===== src/rtl/arb_mux_n.sv =====
// arb_mux_n: registered N-to-1 valid/ready mux with direct-select and round-robin modes
module arb_mux_n #(
  parameter int WIDTH = 32,
  parameter int N = 16,
  parameter int SEL_W = 4
) (
  input  logic               clk,
  input  logic               reset,
  input  logic [N*WIDTH-1:0] in_data,
  input  logic [N-1:0]       in_valid,
  output logic [N-1:0]       in_ready,
  input  logic               mode,
  input  logic [SEL_W-1:0]   sel,
  output logic [WIDTH-1:0]   out_data,
  output logic               out_valid,
  input  logic               out_ready,
  output logic [SEL_W-1:0]   out_sel,
  output logic [SEL_W-1:0]   rr_ptr
);
  localparam int P = 2**SEL_W;
  logic [P-1:0] valid_x;
  logic [SEL_W-1:0] rr_idx, chosen;
  logic rr_grant, grant, take;
  int j;
  assign valid_x = P'(in_valid);
  // first requester at or after rr_ptr, wrapping modulo N
  always_comb begin
    rr_grant = 1'b0;
    rr_idx = '0;
    j = 0;
    for (int k = N - 1; k >= 0; k--) begin
      j = int'(rr_ptr) + k;
      if (j >= N) j = j - N;
      if (in_valid[j]) begin
        rr_grant = 1'b1;
        rr_idx = SEL_W'(j);
      end
    end
  end
  assign chosen = mode ? rr_idx : sel;
  assign grant = mode ? rr_grant : (int'(sel) < N) && valid_x[sel];
  assign take = grant && (!out_valid || out_ready) && !reset;
  assign in_ready = take ? N'(1) << chosen : '0;
  // output slot and round-robin pointer
  always_ff @(posedge clk or posedge reset) begin
    if (reset) begin
      out_data <= '0;
      out_sel <= '0;
      out_valid <= 1'b0;
      rr_ptr <= '0;
    end else if (take) begin
      out_data <= in_data[int'(chosen)*WIDTH +: WIDTH];
      out_sel <= chosen;
      out_valid <= 1'b1;
      if (mode) rr_ptr <= (int'(chosen) == N - 1) ? '0 : chosen + 1'b1;
    end else if (out_ready) begin
      out_valid <= 1'b0;
    end
  end
endmodule


===== config.mk =====
export PLATFORM = sky130hd
export DESIGN_NAME = arb_mux_n
export DESIGN_NICKNAME = d
export VERILOG_FILES = /design/src/rtl/arb_mux_n.sv
export SDC_FILE = /design/constraint.sdc
export NUM_CORES = 1
export LEC_CHECK = 0
export CAP_MARGIN = 20
export CORE_AREA = 2 2 234 236
export DETAILED_ROUTE_END_ITERATION = 8
export DIE_AREA = 0 0 236 238
export SYNTH_ARGS = -nofsm -noshare
export SYNTH_HDL_FRONTEND = slang
export SYNTH_SLANG_ARGS = --single-unit

===== constraint.sdc =====
create_clock -name clk -period 6.31 [get_ports clk]
set_input_delay 0.631 -clock clk [delete_from_list [all_inputs] [get_ports clk]]
set_output_delay 0.631 -clock clk [all_outputs]
set_load 0.05 [all_outputs]

==> impl_metrics.json <==
{
  "root_buffer": "clkbuf_16",
  "status": "complete, no violations",
  "drc": 0,
  "row_count": 85,
  "drive_gt1_share_pct": 10.8,
  "p_leak_nw": 5.72,
  "die_h_um": 238,
  "hold_viol": 0,
  "hold_path_class": "reg2reg",
  "dp_cells": 2472,
  "yosysWarnings": 0,
  "crit_type": "reg2out",
  "cp.arrival_ns": 5.28,
  "start_kind": "register",
  "slew_headroom_pct": 26.6,
  "critPathMaxFanout": 27,
  "routabilityCongestion": 0.989,
  "n_fill_cell": 5697,
  "crit_path_max_incr_delay_ns": 0.60,
  "clock_latency_ns": 0.31,
  "area_delta_synth_final_pct": 75.2,
  "die-width_um": 236,
  "overflow": 0,
  "ys_seq_elements": 41,
  "synthTopCellsByCount": "309 x nand3_1, 171 x o21ai_0, 97 x nand2_1, 88 x clkbuf_1, 56 x mux4_2",
  "dp_hpwl_mm": 55.3,
  "fin_nets": 2328,
  "setup_viol": 0,
  "synthFlopType": "dfrtp_1",
  "path_clk_slew_ns": 0.07,
  "drt_iter0_markers": 1139,
  "fin_ws_ns": 0.395,
  "ys_types": 87,
  "finish.utilization_pct": 30.6,
  "core_area_sq_um": 53500,
  "die_area_sq_um": 56200,
  "ctsResizeCount": 0,
  "design_area_sq_um": 16400,
  "avgSynthCellArea_sq_um": 7.29,
  "power_density_nw_per_um2": 634,
  "hold_ws_ns": 0.481,
  "ant_nets": 0,
  "synth_nets": 1825,
  "critPathSlowestCell": "mux4_2",
  "postPlaceCellArea_sq_um": 16200,
  "drtPass1Iterations": 5,
  "grt_use_total_pct": 23.1,
  "synth_top_cell_area_share_pct": 16.6,
  "detail_route.vias_per_cell": 5.41,
  "required_ns": 5.68,
  "numCtsBuffers": 5,
  "htree_levels": 2,
  "path_buf_inv": 4,
  "grt_pass1_wl_mm": 95.7,
  "preCtsSetupSlack_ns": 0.624,
  "power_mw": 10.4,
  "yosysMostFrequentCell": "nand3_1",
  "postCtsHoldBufs": 0,
  "synthArstFlopShare_pct": 100,
  "max_freq_ghz": 0.169,
  "io_pins": 593,
  "synthCells": 1280,
  "vias": 13450,
  "fin_skew_ns": 0.00902,
  "finalCritPeriodShare_pct": 93.7,
  "cap_violations": 0,
  "post_cts_buffers": 0,
  "rrSetupSlack_ns": 0.65,
  "cts_buffer_depth": 2,
  "path_cells": "buf_4 > buf_4 > mux4_2 > mux2_2 > mux2i_2 > nor2b_1 > o41a_1 > and2_4 > o311ai_4 > nand2_4 > inv_2 > ha_1 > ha_1 > and3_1 > buf_12",
  "setup_tns_ns": 0,
  "first_global_vias": 13353,
  "synth_area_leaders": "nand3_1 17%, mux4_2 14%, dfrtp_1 11%",
  "rsz0062_at_grt": "no",
  "start_util_pct": 17.5,
  "antenna_found_initial": 17,
  "port_buffers": 592,
  "ys_seq_area_share_pct": 11.0,
  "synth_edf_count": 0,
  "clock_sinks": 41,
  "yosys.area.top_type": "nand3_1",
  "fin_cells": 2487,
  "wl_mm": 68.4,
  "grt_max_degree": 145,
  "period_minus_slack_ns": 5.91,
  "worstSetupEndpointType": "primary output",
  "finalMaxSlewViolations": 0,
  "ir_drop_v": 0.000417,
  "wire_per_inst_um": 27.5,
  "crit_family": "multiplexers",
  "cts_tree": "done",
  "worst_pin_slew_ns": 1.10,
  "synth_area_sq_um": 9340
}
[tightest hold or removal path, stage by stage, from the launching register on]
cell and delay (ns):
dfrtp_1 0.34, nand2_1 0.05, o21ai_0 0.06
[cell usage in the layout, fill, tap and decap left out, drive strengths merged, types with 16 or more instances in the layout]
master / n
a21oi: 26
clkdlybuf4s50: 576
o21ai: 175
buf: 68
mux2: 20
a311oi: 30
o211ai: 40
a22oi: 16
nand4: 44
mux4: 56
dfrtp: 41
nor2: 21
nand2: 99
nor3: 26
nand3: 309
mux2i: 57
[where the power goes]
part	switching [mW]	internal, mW	leakage, nW	total [mW]
Combinational	6.22	3.35	5.14	9.57
Clock	0.132	0.185	0.0797	0.316
Sequential	0.0837	0.401	0.501	0.484
[cell type report]
class / count / area [sq um] / share of cell area, %
diodes: 8 / 20.0 / 0.122
flip-flops and latches: 41 / 1030 / 6.28
inverters: 14 / 53.8 / 0.329
repair buffers: 644 / 6550 / 40.0
clock buffers: 5 / 125 / 0.765
clock inverters: 2 / 35.0 / 0.214
multi-input cells: 1077 / 7670 / 46.9
well taps: 696 / 871 / 5.32
[per-layer routing]
layer	vias to the layer above	GRT usage (%)	part of all wire, %
met1	6593	27.4	38
met5	-	0	0.15
met4	16	7.62	3.3
li1	6047	-	-
met3	95	6.04	8.7
met2	699	40.5	49
[sequential cells by signal, indices dropped and copies added, names as in the netlist]
name,cells
out_data,32
out_sel,4
rr_ptr,4
out_valid,1
[final timing paths]
path                             from           end  cells past startpoint
min in group asynchronous       reset   out_data[1]                      3
max in group asynchronous       reset     rr_ptr[0]                      3
min                        out_sel[0]    out_sel[0]                      2
max                         rr_ptr[0]  in_ready[15]                     15
max reg2reg                 rr_ptr[1]  out_data[14]                     16
min reg2reg                out_sel[0]    out_sel[0]                      2
[cell families after synthesis]
| logic type | count (synthesis) | share of synthesized area [%] |
|---|---|---|
| compound gates | 377 | 27.1 |
| mux | 133 | 22.3 |
| buf+inv | 162 | 7.75 |
| simple gates | 546 | 29.5 |
| xor+xnor | 12 | 1.13 |
| fa+ha+maj | 9 | 1.21 |
| flops | 41 | 11.0 |
Power figures use the tool's default switching activity.
